File: config.mk
export PLATFORM = sky130hd
export DESIGN_NAME = obstacle_spawner
export DESIGN_NICKNAME = d
export VERILOG_FILES = /design/src/rtl/obstacle_pkg.sv /design/src/rtl/lfsr16.sv /design/src/rtl/obstacle_spawner.sv
export SDC_FILE = /design/constraint.sdc
export NUM_CORES = 1
export LEC_CHECK = 0
export BUFFER_PORTS_ARGS = -buffer_cell sky130_fd_sc_hd__buf_4
export CAP_MARGIN = 20
export CORE_MARGIN = 4
export CORE_UTILIZATION = 55
export CTS_BUF_LIST = sky130_fd_sc_hd__clkbuf_4 sky130_fd_sc_hd__clkbuf_8
export DETAILED_ROUTE_END_ITERATION = 12
export GPL_TIMING_DRIVEN = 0
export PLACE_DENSITY = 0.78
export SETUP_SLACK_MARGIN = 0.02
export SYNTH_ARGS = -nofsm -noshare
export SYNTH_HDL_FRONTEND = slang
export SYNTH_HIERARCHICAL = 1
export SYNTH_SLANG_ARGS = --single-unit
File: constraint.sdc
create_clock -name clk -period 4.9 [get_ports clk]
set_input_delay 0.735 -clock clk [delete_from_list [all_inputs] [get_ports clk]]
set_output_delay 0.735 -clock clk [all_outputs]
set_load 0.005 [all_outputs]
File: src/rtl/obstacle_pkg.sv
// Shared types and constants for the obstacle spawner.
//   state_e      : run-control states (IDLE, RUN, HALT)
//   slot_t       : one obstacle record {valid, lane, voffset}
//   lfsr16_next  : one step of the 16-bit Fibonacci LFSR (taps 16,14,13,11)
package obstacle_pkg;

    localparam int unsigned DEF_VWIDTH    = 12;
    localparam int unsigned DEF_LWIDTH    = 2;
    localparam int unsigned DEF_NUM_LANES = 3;

    // Right-shifting form: taps 16,14,13,11 land on bits 0,2,3,5.
    localparam logic [15:0] LFSR_TAPS = 16'h002D;

    typedef enum logic [1:0] {
        IDLE = 2'd0,
        RUN  = 2'd1,
        HALT = 2'd2
    } state_e;

    typedef struct packed {
        logic                  valid;
        logic [DEF_LWIDTH-1:0] lane;
        logic [DEF_VWIDTH-1:0] voffset;
    } slot_t;

    function automatic logic [15:0] lfsr16_next(input logic [15:0] cur);
        return {^(cur & LFSR_TAPS), cur[15:1]};
    endfunction

endpackage

File: src/rtl/lfsr16.sv
// 16-bit Fibonacci LFSR, advanced one step per cycle while step is high.
//   clk, rst : clock, asynchronous active-high reset (loads SEED)
//   step     : advance enable
//   out      : current LFSR state
module lfsr16
    import obstacle_pkg::*;
#(
    parameter logic [15:0] SEED = 16'hACE1
) (
    input  logic        clk,
    input  logic        rst,
    input  logic        step,
    output logic [15:0] out
);

    always_ff @(posedge clk or posedge rst) begin
        if (rst) begin
            out <= SEED;
        end else if (step) begin
            out <= lfsr16_next(out);
        end
    end

endmodule

File: src/rtl/obstacle_spawner.sv
// Obstacle field generator: a fixed pool of slots that scroll toward the
// player on each frame tick, periodic spawns into pseudo-random lanes,
// off-screen and collision retirement, plus spawn/pass statistics.
//   clk, rst        : clock, asynchronous active-high reset
//   tick            : one-cycle frame strobe
//   start           : begin / restart a run
//   game_over       : freeze the field
//   hit, hit_slot   : collision on a slot, retires it
//   obst_valid/lane/voffset : per-slot field state (invalid slots read 0)
//   running         : high while in RUN
//   spawned_count   : obstacles spawned this run
//   passed_count    : obstacles that scrolled off-screen
module obstacle_spawner
    import obstacle_pkg::*;
#(
    parameter int          VWIDTH      = DEF_VWIDTH,
    parameter int          LWIDTH      = DEF_LWIDTH,
    parameter int          NUM_LANES   = DEF_NUM_LANES,
    parameter int          NUM_SLOTS   = 4,
    parameter int          SPAWN_V     = -64,
    parameter int          END_V       = 480,
    parameter int          STEP        = 4,
    parameter int          SPAWN_TICKS = 30,
    parameter int          COUNT_WIDTH = 32,
    parameter logic [15:0] LFSR_SEED   = 16'hACE1
) (
    input  logic                               clk,
    input  logic                               rst,
    input  logic                               tick,
    input  logic                               start,
    input  logic                               game_over,
    input  logic                               hit,
    input  logic [$clog2(NUM_SLOTS)-1:0]       hit_slot,
    output logic [NUM_SLOTS-1:0]               obst_valid,
    output logic [NUM_SLOTS-1:0][LWIDTH-1:0]   obst_lane,
    output logic [NUM_SLOTS-1:0][VWIDTH-1:0]   obst_voffset,
    output logic                               running,
    output logic [COUNT_WIDTH-1:0]             spawned_count,
    output logic [COUNT_WIDTH-1:0]             passed_count
);

    localparam int unsigned SW = $clog2(NUM_SLOTS);
    localparam int unsigned TW = (SPAWN_TICKS > 1) ? $clog2(SPAWN_TICKS) : 1;

    state_e state_q;
    state_e state_d;
    logic   run_clear;
    logic   active;
    logic   adv;

    // Run control; entering RUN from IDLE or HALT wipes the field.
    always_comb begin
        state_d   = state_q;
        run_clear = 1'b0;
        unique case (state_q)
            IDLE: begin
                if (start) begin
                    state_d   = RUN;
                    run_clear = 1'b1;
                end
            end
            RUN: begin
                if (game_over) begin
                    state_d = HALT;
                end
            end
            HALT: begin
                if (start) begin
                    state_d   = RUN;
                    run_clear = 1'b1;
                end
            end
            default: state_d = IDLE;
        endcase
    end

    always_ff @(posedge clk or posedge rst) begin
        if (rst) begin
            state_q <= IDLE;
            running <= 1'b0;
        end else begin
            state_q <= state_d;
            running <= (state_d == RUN);
        end
    end

    // game_over freezes the field in the same cycle it arrives.
    assign active = (state_q == RUN) && !game_over;
    assign adv    = active && tick;

    logic [15:0] lfsr_q;

    lfsr16 #(
        .SEED (LFSR_SEED)
    ) u_lfsr (
        .clk  (clk),
        .rst  (rst),
        .step (adv),
        .out  (lfsr_q)
    );

    // Lane uses the LFSR value produced by this tick's step.
    logic [LWIDTH-1:0] lane_r;
    logic [LWIDTH-1:0] lane_new;

    always_comb begin
        lane_r   = LWIDTH'(lfsr16_next(lfsr_q));
        lane_new = (32'(lane_r) < 32'(NUM_LANES)) ? lane_r : lane_r - LWIDTH'(NUM_LANES);
    end

    // Lowest-index slot that is free before this cycle's updates.
    logic          free_found;
    logic [SW-1:0] free_idx;

    always_comb begin
        free_found = 1'b0;
        free_idx   = '0;
        for (int i = NUM_SLOTS - 1; i >= 0; i--) begin
            if (!obst_valid[i]) begin
                free_found = 1'b1;
                free_idx   = SW'(i);
            end
        end
    end

    // Spawn timer; holds at its terminal value while the pool is full.
    logic [TW-1:0] timer_q;
    logic [TW-1:0] timer_d;
    logic          spawn_due;
    logic          spawn_go;

    assign spawn_due = adv && (timer_q == TW'(SPAWN_TICKS - 1));
    assign spawn_go  = spawn_due && free_found;

    always_comb begin
        timer_d = timer_q;
        if (run_clear) begin
            timer_d = '0;
        end else if (adv) begin
            if (spawn_due) begin
                if (free_found) begin
                    timer_d = '0;
                end
            end else begin
                timer_d = timer_q + TW'(1);
            end
        end
    end

    always_ff @(posedge clk or posedge rst) begin
        if (rst) begin
            timer_q <= '0;
        end else begin
            timer_q <= timer_d;
        end
    end

    logic [NUM_SLOTS-1:0] retire_pass;

    // Per-slot scroll / retire / spawn.
    for (genvar i = 0; i < NUM_SLOTS; i++) begin : g_slot
        slot_t         slot_q;
        slot_t         slot_d;
        logic [VWIDTH:0] sum;
        logic          hit_me;
        logic          move;
        logic          off_end;

        always_comb begin
            hit_me  = active && hit && (hit_slot == SW'(i)) && slot_q.valid;
            move    = adv && slot_q.valid;
            // One extra bit so positions near the top of the range cannot wrap.
            sum     = {slot_q.voffset[VWIDTH-1], slot_q.voffset} + (VWIDTH+1)'(STEP);
            off_end = move && ($signed(sum) > $signed((VWIDTH+1)'(END_V)));

            slot_d = slot_q;
            if (run_clear || hit_me || off_end) begin
                slot_d = '0;
            end else if (move) begin
                slot_d.voffset = sum[VWIDTH-1:0];
            end else if (spawn_go && (free_idx == SW'(i))) begin
                slot_d.valid   = 1'b1;
                slot_d.lane    = lane_new;
                slot_d.voffset = VWIDTH'(SPAWN_V);
            end
        end

        // A hit on a slot that would also scroll off counts as a hit only.
        assign retire_pass[i] = off_end && !hit_me;

        always_ff @(posedge clk or posedge rst) begin
            if (rst) begin
                slot_q <= '0;
            end else begin
                slot_q <= slot_d;
            end
        end

        assign obst_valid[i]   = slot_q.valid;
        assign obst_lane[i]    = slot_q.lane;
        assign obst_voffset[i] = slot_q.voffset;
    end

    logic [COUNT_WIDTH-1:0] n_pass;

    always_comb begin
        n_pass = '0;
        for (int i = 0; i < NUM_SLOTS; i++) begin
            n_pass = n_pass + COUNT_WIDTH'(retire_pass[i]);
        end
    end

    // Run statistics.
    always_ff @(posedge clk or posedge rst) begin
        if (rst) begin
            spawned_count <= '0;
            passed_count  <= '0;
        end else if (run_clear) begin
            spawned_count <= '0;
            passed_count  <= '0;
        end else begin
            spawned_count <= spawned_count + COUNT_WIDTH'(spawn_go);
            passed_count  <= passed_count + n_pass;
        end
    end

endmodule

Word-level counts from Yosys, hierarchy flattened
Cells that the tools add are included.

word-level totals
  register bits after elaboration = 148
  logic and storage cells = 146

cells by class
  $add $sub $neg = 11
  magnitude comparators = 5
  equality and inequality tests = 15
  mux-type cells = 36
  reductions and logical operators = 61

operators with widths
  cell                                                    number
  2-to-1 mux 15 bit                                       8
  2-to-1 mux 32 bit                                       2
  adder 12 x 4 -> 13 bit (second input constant)          4
  > comparator 13 x 10 -> 1 bit (second input constant)   4
  2-to-1 mux 12 bit                                       4
  adder 32 x 1 -> 32 bit                                  1
  adder 32 x 4 -> 32 bit                                  1
  logical AND 1 bit                                       29
  2-to-1 mux 5 bit                                        4
  parity 16 bit                                           1
  2-to-1 mux 2 bit                                        7
  2-to-1 mux 3 bit                                        4
  nonzero test 3 bit                                      4
  equality test 2 bit (second input constant)             5
  AND reduction 2 bit                                     5
  nonzero test 2 bit                                      5
  equality test 2 x 1 -> 1 bit (second input constant)    4
  logical OR 1 bit                                        8
  inequality test 2 x 1 -> 1 bit (second input constant)  4
  logical NOT 2 bit                                       3
  2-to-1 mux 1 bit                                        6
  adder 5 x 1 -> 5 bit (second input constant)            1
  equality test 5 bit (second input constant)             1
  logical NOT 1 bit                                       5
  other kinds (8)                                         8

Depth between registers and ports, before layout
Gate-level depths: netlist of the first run.

  depth after elaboration = 12
  mapped depth = 17

By module
Netlist of the first run, hierarchy kept.

modules (own cells, without submodules)
  module            times used  cells an instance  area each (µm²)
  obstacle_spawner  1           800                6,975.4
  lfsr16            1           39                 679.4

Worst setup path after synthesis of the first run
OpenSTA, ideal clock, no wires.

  path type = input -> register
  start point = input port game_over
  end point = register passed_count[14]
  library setup time = 0.132 ns
  arrival = 3.867 ns
  path slack = 0.901 ns
  cell stages on the path = 16
  buffers on the path = 1
  path through = nand4bb_1 > buf_2 > inv_2 > nand2_1 > a21o_1 > a311o_1 > fa_1 > inv_1 > fa_1 > inv_1 > fa_1 > nor2_1 > nand4_1 > nor4_1 > xnor2_1 > nor2_1

on the way
  word-level cells in the longest chain between the ends = 12

ends and longest elaborated chain
  element                         RTL line                 source
  from (decl)                     obstacle_spawner.sv:31   input logic game_over,
  logical NOT 1 bit *             obstacle_spawner.sv:88   assign active = (state_q == RUN) && !game_over;
  logical AND 1 bit *             obstacle_spawner.sv:88
  logical AND 1 bit (3 in a row)  obstacle_spawner.sv:170  hit_me = active && hit && (hit_slot == SW'(i)) && slot_q.valid;
  logical NOT 1 bit               obstacle_spawner.sv:189  assign retire_pass[i] = off_end && !hit_me;
  logical AND 1 bit               obstacle_spawner.sv:189
  adder 1 x 1 -> 2 bit            obstacle_spawner.sv:209  n_pass = n_pass + COUNT_WIDTH'(retire_pass[i]);
  adder 2 x 1 -> 3 bit            obstacle_spawner.sv:209
  adder 3 x 1 -> 4 bit *          obstacle_spawner.sv:209
  adder 32 x 4 -> 32 bit *        obstacle_spawner.sv:223  passed_count <= passed_count + n_pass;
  2-to-1 mux 32 bit *             obstacle_spawner.sv:218  end else if (run_clear) begin
  to (signal assigned)            obstacle_spawner.sv:223
  to (decl)                       obstacle_spawner.sv:39   output logic [COUNT_WIDTH-1:0] passed_count

Mark *: on every way between the ends. The rest lies on a longest branch, timed or not.
A chain may end at the register's enable or synchronous reset.

Worst setup path in the final report of the first run
  start point = register g_slot[0].slot_q (netlist bit obst_voffset[2])
  end point = register passed_count[30]

on the way
  word-level cells in the longest chain between the ends = 9

ends and longest elaborated chain
  element                        RTL line                 source
  from (decl)                    obstacle_spawner.sv:162  slot_t slot_q;
  from (signal assigned)         obstacle_spawner.sv:195  slot_q <= slot_d;
  adder 12 x 4 -> 13 bit         obstacle_spawner.sv:173  sum = {slot_q.voffset[VWIDTH-1], slot_q.voffset} + (VWIDTH+1)'(STEP);
  > comparator 13 x 10 -> 1 bit  obstacle_spawner.sv:174  off_end = move && ($signed(sum) > $signed((VWIDTH+1)'(END_V)));
  logical AND 1 bit              obstacle_spawner.sv:174
  logical AND 1 bit              obstacle_spawner.sv:189
  adder 1 x 1 -> 2 bit           obstacle_spawner.sv:209
  adder 2 x 1 -> 3 bit           obstacle_spawner.sv:209
  adder 3 x 1 -> 4 bit           obstacle_spawner.sv:209
  adder 32 x 4 -> 32 bit         obstacle_spawner.sv:223
  2-to-1 mux 32 bit              obstacle_spawner.sv:218

Every way passes these cells.

==> out/metrics.cfg, run 1 <==
[die]
die_h_um = 126
die_w_um = 126
io_pins = 133
die_area_um2 = 15900
initial_core_util = 0.569
core-area_um2 = 13500
rows = 42

[finish]
fin_util = 0.691
n_antenna_cell = 0
fillers = 1101
final_nets = 1015
layout-drive-gt1-share = 0.219
instances_no_fill = 1180
syn2layout_area_growth_pct = 21.4

[route]
wl_per_cell_um = 15.7
drc_errors = 0
antenna_left = 0
drtIter0Drc = 485
vias_per_cell = 5.69
route.vias.total = 6719
firstDrtPassIters = 5
routed_wl_um = 18500

[power_and_ir_drop]
seq_power_share = 0.514
p_int_mw = 1.81
irDropWorstVdd_uv = 305
switchingPower_mw = 0.588
leakage_nw = 4.23
clkPwrFrac = 0.409
switching_share = 0.245
power_density_nw_per_um2 = 258
pwr-share-comb = 0.078

[sta]
hold-worst-slack_ns = 0.250
worst_slack_ns = 0.494
skew_ns = 0.00690
hold_viol_final = 0
rsz0062_at_grt = false
worstMarginPinSlew_ns = 0.690
fin_crit_sh = 0.899
timing.fmax_mhz = 227
slew_headroom = 0.536
tns_ns = 0
final_max_slew_viol_count = 0
finalSetupViolCount = 0
fin_crit_ns = 4.41

[logic_synthesis]
syn-cell-area_um2 = 7650
yosysSeqAreaShare = 0.459
synth.most_common_cell = dfrtp_1
synth_top_cells_by_count = 132 x dfrtp_1, 125 x nor2_1, 73 x nand2_1, 51 x a21oi_1, 46 x nand3_1
syn_inst = 839
ys_top_cells_by_area = dfrtp_1 43%, nor2_1 6.1%, nand2_1 3.6%
async_flop_share = 1.00
synth_top_area_share = 0.432
ys.flop_type = dfrtp_1
synth_cell_type_count = 67
ys_ff_latch = 140
yosysWarningCount = 6
synth_edf_count = 0
avgSynthCellArea_um2 = 9.12
synth_top_area_cell = dfrtp_1

[critical_path]
worstSetupStartpointType = flop
crit_buf_inv = 2
critPathSlowestCell = dfrtp_1
crit_family = simple AND/OR/NAND/NOR gates
critPathRequiredTime_ns = 5.21
cp.arrival_ns = 4.71
crit_chain = ha_1, nand4_1, nor3_2, nand2_1, a21o_1, nor2_1, nand2_1, fa_1, inv_1, fa_1, inv_1, fa_1, nor2_2, nand3_1, nor3_1, xnor2_1, nor2_1
endpoint_kind = flop
criticalPathCategory = reg -> reg
crit_top_cell = fa_1
slowest_delay_ns = 0.48
cp_max_fo = 7

[outcome]
outcome = completed

[clock_tree]
clockBufferDepth = 2
cts.sinks = 140
post_cts_buffers = 0
numCtsBuffers = 17
root_buffer = clkbuf_8
hold_buffers = 0
worstSkewPairLatency_ns = 0.44
post_cts_resized = 0
path_clk_slew_ns = 0.08
htree_levels = 4
cts_tree = built

[min_path]
hp-class = in -> async

[grt]
antenna_found_initial = 0
grt_max_degree = 99
track_usage = 0.231
grt_overflow = 0
grt_pass1_wl_um = 30300
grt_pass1_vias = 6127

[placement]
io_buffers = 124
pre_cts_ws_ns = 0.0699
gp_congestion = 0.878
hpwl_um = 13100
dp_cells = 1148

[run]
cap_violations = 0

[through the flow]
step                      total power, mW  cell area [µm²]
after detailed placement             1.44             8870
after floorplan                      1.38             7680
final                                2.40             9290
after global placement               1.43             8830
after global routing                 2.48             9290
after CTS                            2.42             9280
[cell families after synthesis]
group / count (synthesis) / synth area share
buf+inv: 75 / 0.0469
mux: 19 / 0.0312
xor+xnor: 54 / 0.0618
other cells: 1 / 0.000490
flops: 140 / 0.459
simple gates: 378 / 0.246
fa+ha+maj: 16 / 0.0291
compound gates: 156 / 0.126
[state kept, by name, summed over array words and instances (netlist names), 2 cells and up]
name	count
u_lfsr/out	16
obst_voffset	40
timer_q	5
obst_valid	4
state_q	2
spawned_count	32
obst_lane	8
passed_count	32
[per-layer routing]
layer / share of wire / track usage / vias to the layer above / routed length [µm]
met4: 0.013 / 0.0562 / 0 / 244
met2: 0.48 / 0.368 / 240 / 8820
met1: 0.45 / 0.324 / 3216 / 8290
met5: 0 / 0 / - / 0
met3: 0.063 / 0.0500 / 19 / 1160
li1: - / - / 3244 / -
[worst register-to-register path, stage by stage, from the launching register on]
cell	delay, ns
dfrtp_1	0.48
ha_1	0.29
nand4_1	0.30
nor3_2	0.31
nand2_1	0.08
a21o_1	0.19
nor2_1	0.13
nand2_1	0.10
fa_1	0.45
inv_1	0.09
fa_1	0.21
inv_1	0.06
fa_1	0.45
nor2_2	0.31
nand3_1	0.28
nor3_1	0.32
xnor2_1	0.16
nor2_1	0.05
[final cells by class]
class | instances | area [µm²] | area share
multi-input cells | 631 | 3820 | 0.411
well taps | 176 | 220 | 0.0237
flip-flops and latches | 140 | 3510 | 0.378
plain buffers | 47 | 254 | 0.0273
clock buffers | 20 | 269 | 0.0290
inverters | 28 | 110 | 0.0119
repair buffers | 126 | 963 | 0.104
clock inverters | 12 | 145 | 0.0156
[layout by cell type (no fill, tap or decap), types with 4 or more instances in the layout]
cell type / netlist / layout
o21ai_0: 43 / 43
and2_1: 9 / 9
a221oi_1: 6 / 6
clkbuf_8: 0 / 19
dfstp_2: 8 / 8
clkbuf_1: 25 / 25
and3_1: 14 / 14
or2_2: 6 / 6
nand2b_1: 5 / 5
clkinvlp_4: 0 / 4
inv_1: 27 / 26
nor3b_1: 6 / 6
nor4_1: 4 / 4
and4_1: 6 / 6
conb_1: 1 / 8
xor2_1: 28 / 28
o22ai_1: 8 / 8
a31oi_1: 5 / 5
nor3_1: 18 / 17
mux2i_1: 4 / 4
mux2_4: 8 / 8
mux2_2: 7 / 7
nand4_1: 20 / 20
nor2b_1: 12 / 12
nand2_1: 73 / 73
a211oi_1: 9 / 9
buf_4: 9 / 133
a311oi_1: 7 / 7
a21oi_1: 51 / 51
nand3_1: 46 / 46
buf_2: 8 / 9
dfrtp_1: 132 / 132
clkinv_2: 0 / 5
or3_1: 14 / 14
nor2_1: 125 / 124
ha_1: 13 / 13
a21o_1: 6 / 6
xnor2_1: 26 / 26
[power groups by stage]
| stage | combinational, mW | clock, mW | sequential [mW] |
|---|---|---|---|
| floorplan | 0.133 | 0 | 1.24 |
| global placement | 0.181 | 0 | 1.25 |
| detailed placement | 0.186 | 0 | 1.25 |
| CTS | 0.188 | 0.999 | 1.23 |
| global route | 0.207 | 1.04 | 1.23 |
| finish | 0.186 | 0.979 | 1.23 |
[path summary, 6_finish.rpt]
| kind | end | cells after the start | slack (ns) | startpoint |
|---|---|---|---|---|
| worst max register to register | passed_count[30] | 17 | 0.49 | obst_voffset[2] |
| worst max-delay path | passed_count[30] | 17 | 0.49 | obst_voffset[2] |
| max in group asynchronous | spawned_count[14] | 3 | 3.90 | rst |
| min in group clk | u_lfsr/out[4] | 1 | 0.51 | u_lfsr/out[4] |
| worst min-delay path | obst_voffset[14] | 2 | 0.25 | rst |
| worst min register to register | u_lfsr/out[4] | 1 | 0.51 | u_lfsr/out[4] |
Note: power is estimated with default switching activity, not from simulation.
==> inputs of run 2 (changes only) <==
Settings changed: CTS_BUF_LIST sky130_fd_sc_hd__clkbuf_4 sky130_fd_sc_hd__clkbuf_8 to unset.
==> out/metrics.cfg, run 2 (synthesized netlist as in run 1, its figures left out) <==
[sta]
rsz0062_at_grt = false
fin_crit_sh = 0.909  ; +0.00946
fin_crit_ns = 4.45  ; +0.0463 ns
hold_viol_final = 0  ; unchanged
timing.fmax_mhz = 225  ; -1.0%
worst_slack_ns = 0.447  ; -0.0463 ns
final_max_slew_viol_count = 0  ; unchanged
skew_ns = 0.00803  ; +0.00114 ns
slew_headroom = 0.504  ; -0.0317
worstMarginPinSlew_ns = 0.736  ; +0.0462 ns
finalSetupViolCount = 0  ; unchanged

[finish]
syn2layout_area_growth_pct = 23.8
fillers = 1068  ; -3.0%
stdcell_area_um2 = 9480  ; +2.0%
final_cell_mix = 133 x buf_4, 132 x dfrtp_1, 124 x nor2_1, 73 x nand2_1, 51 x a21oi_1
final_common_cell = buf_4
n_antenna_cell = 0  ; unchanged
layout-drive-gt1-share = 0.218  ; -0.000996
largest_reg_flops = 40  ; unchanged
instances_no_fill = 1180  ; unchanged
final_nets = 1015  ; unchanged

[die]
core-area_um2 = 13500  ; unchanged
die_w_um = 126  ; unchanged
initial_core_util = 0.569  ; unchanged
io_pins = 133  ; unchanged
die_h_um = 126  ; unchanged
rows = 42  ; unchanged
die_area_um2 = 15900  ; unchanged

[power_and_ir_drop]
power_density_nw_per_um2 = 289  ; +12%
irDropWorstVdd_uv = 291  ; -4.4%
leakage_nw = 4.31  ; +2.0%

[critical_path]
endpoint_kind = flop
cp.arrival_ns = 4.74  ; +0.03 ns
critPathRequiredTime_ns = 5.19  ; -0.02 ns
criticalPathCategory = reg -> reg
cp_max_fo = 7  ; unchanged
worstSetupStartpointType = flop

[clock_tree]
path_clk_slew_ns = 0.06  ; -0.02 ns
cts_tree = built
root_buffer = clkbuf_16
clockBufferDepth = 2  ; unchanged
htree_levels = 4  ; unchanged
worstSkewPairLatency_ns = 0.42  ; -0.02 ns
cts.sinks = 140  ; unchanged
hold_buffers = 0  ; unchanged
post_cts_buffers = 0  ; unchanged
post_cts_resized = 0  ; unchanged
numCtsBuffers = 17  ; unchanged

[grt]
antenna_found_initial = 0  ; unchanged
grt_pass1_wl_um = 31100  ; +2.5%
grt_pass1_vias = 6207  ; +1.3%
grt_overflow = 0  ; unchanged
track_usage = 0.239  ; +0.00826
grt_max_degree = 99  ; unchanged

[route]
antenna_left = 0  ; unchanged
routed_wl_um = 19100  ; +3.1%
drc_errors = 0  ; unchanged
firstDrtPassIters = 7  ; +2
wl_per_cell_um = 16.2  ; +3.1%
vias_per_cell = 5.72  ; +0.51%
drtIter0Drc = 529  ; +9.1%
route.vias.total = 6753  ; +0.51%

[placement]
hpwl_um = 13100  ; unchanged
dp_cells = 1148  ; unchanged
pre_cts_ws_ns = 0.0699  ; unchanged
gp_congestion = 0.878  ; unchanged
place_area_um2 = 8870  ; unchanged
io_buffers = 124  ; unchanged

[run]
cap_violations = 0  ; unchanged

[min_path]
hp-class = in -> async

[outcome]
outcome = completed

==> run 2: cell counts in the layout (fill, tap and decap cells not counted) <==
No cell type changed its count.
==> run 2: power by group <==
part / internal (mW) / leakage (nW) / switching, mW
Sequential: 1.21 / 1.92 / 0.0264
Clock: 0.822 / 0.288 / 0.501
Combinational: 0.0724 / 2.10 / 0.114
==> run 2: layout make-up <==
cell class / count / area (µm²) / area share
multi-input cells: 631 / 3820 / 0.403
flip-flops and latches: 140 / 3510 / 0.371
repair buffers: 126 / 963 / 0.102
clock buffers: 20 / 457 / 0.0482
plain buffers: 47 / 254 / 0.0268
well taps: 176 / 220 / 0.0232
clock inverters: 12 / 145 / 0.0153
inverters: 28 / 110 / 0.0116
==> run 2: worst max-delay path, stage by stage, from the launching register on <==
cell and delay, ns:
dfrtp_1 0.45, ha_1 0.30, nand3_1 0.21, nor2_1 0.29, nand3_1 0.13, a21o_1 0.21, a311o_1 0.35, fa_1 0.44
inv_1 0.09, fa_1 0.21, inv_1 0.06, fa_1 0.46, nor2_2 0.31, nand3_1 0.28, nor3_1 0.32, xnor2_1 0.15
nor2_1 0.06
==> run 2: metal layers <==
layer  share of wire  track usage
met1            0.44        0.329
met2            0.48        0.382
met3           0.060       0.0538
met4           0.017       0.0700
met5               0            0
==> run 2: path summary, 6_finish.rpt <==
| kind | start | to | slack (ns) | depth (start not counted) |
|---|---|---|---|---|
| max | obst_voffset[27] | passed_count[30] | 0.45 | 16 |
| min | rst | obst_voffset[14] | 0.27 | 2 |
| max reg2reg | obst_voffset[27] | passed_count[30] | 0.45 | 16 |
| min reg2reg | u_lfsr/out[4] | u_lfsr/out[4] | 0.50 | 1 |
| max in group asynchronous | rst | spawned_count[14] | 3.86 | 3 |
| min in group clk | u_lfsr/out[4] | u_lfsr/out[4] | 0.50 | 1 |
==> run 2: stage by stage <==
stage | hold WS (ns) | total power, mW | TNS [ns] | utilization
4_1_cts | 0.274 | 2.75 | 0 | 0.704
3_5_place_dp | 0.492 | 1.44 | 0 | 0.659
5_1_grt | 0.281 | 2.83 | 0 | 0.705
2_1_floorplan | 0.465 | 1.38 | 0 | -
3_3_place_gp | 0.477 | 1.43 | -89.68 | 0.657
6_report | 0.273 | 2.74 | 0 | 0.705
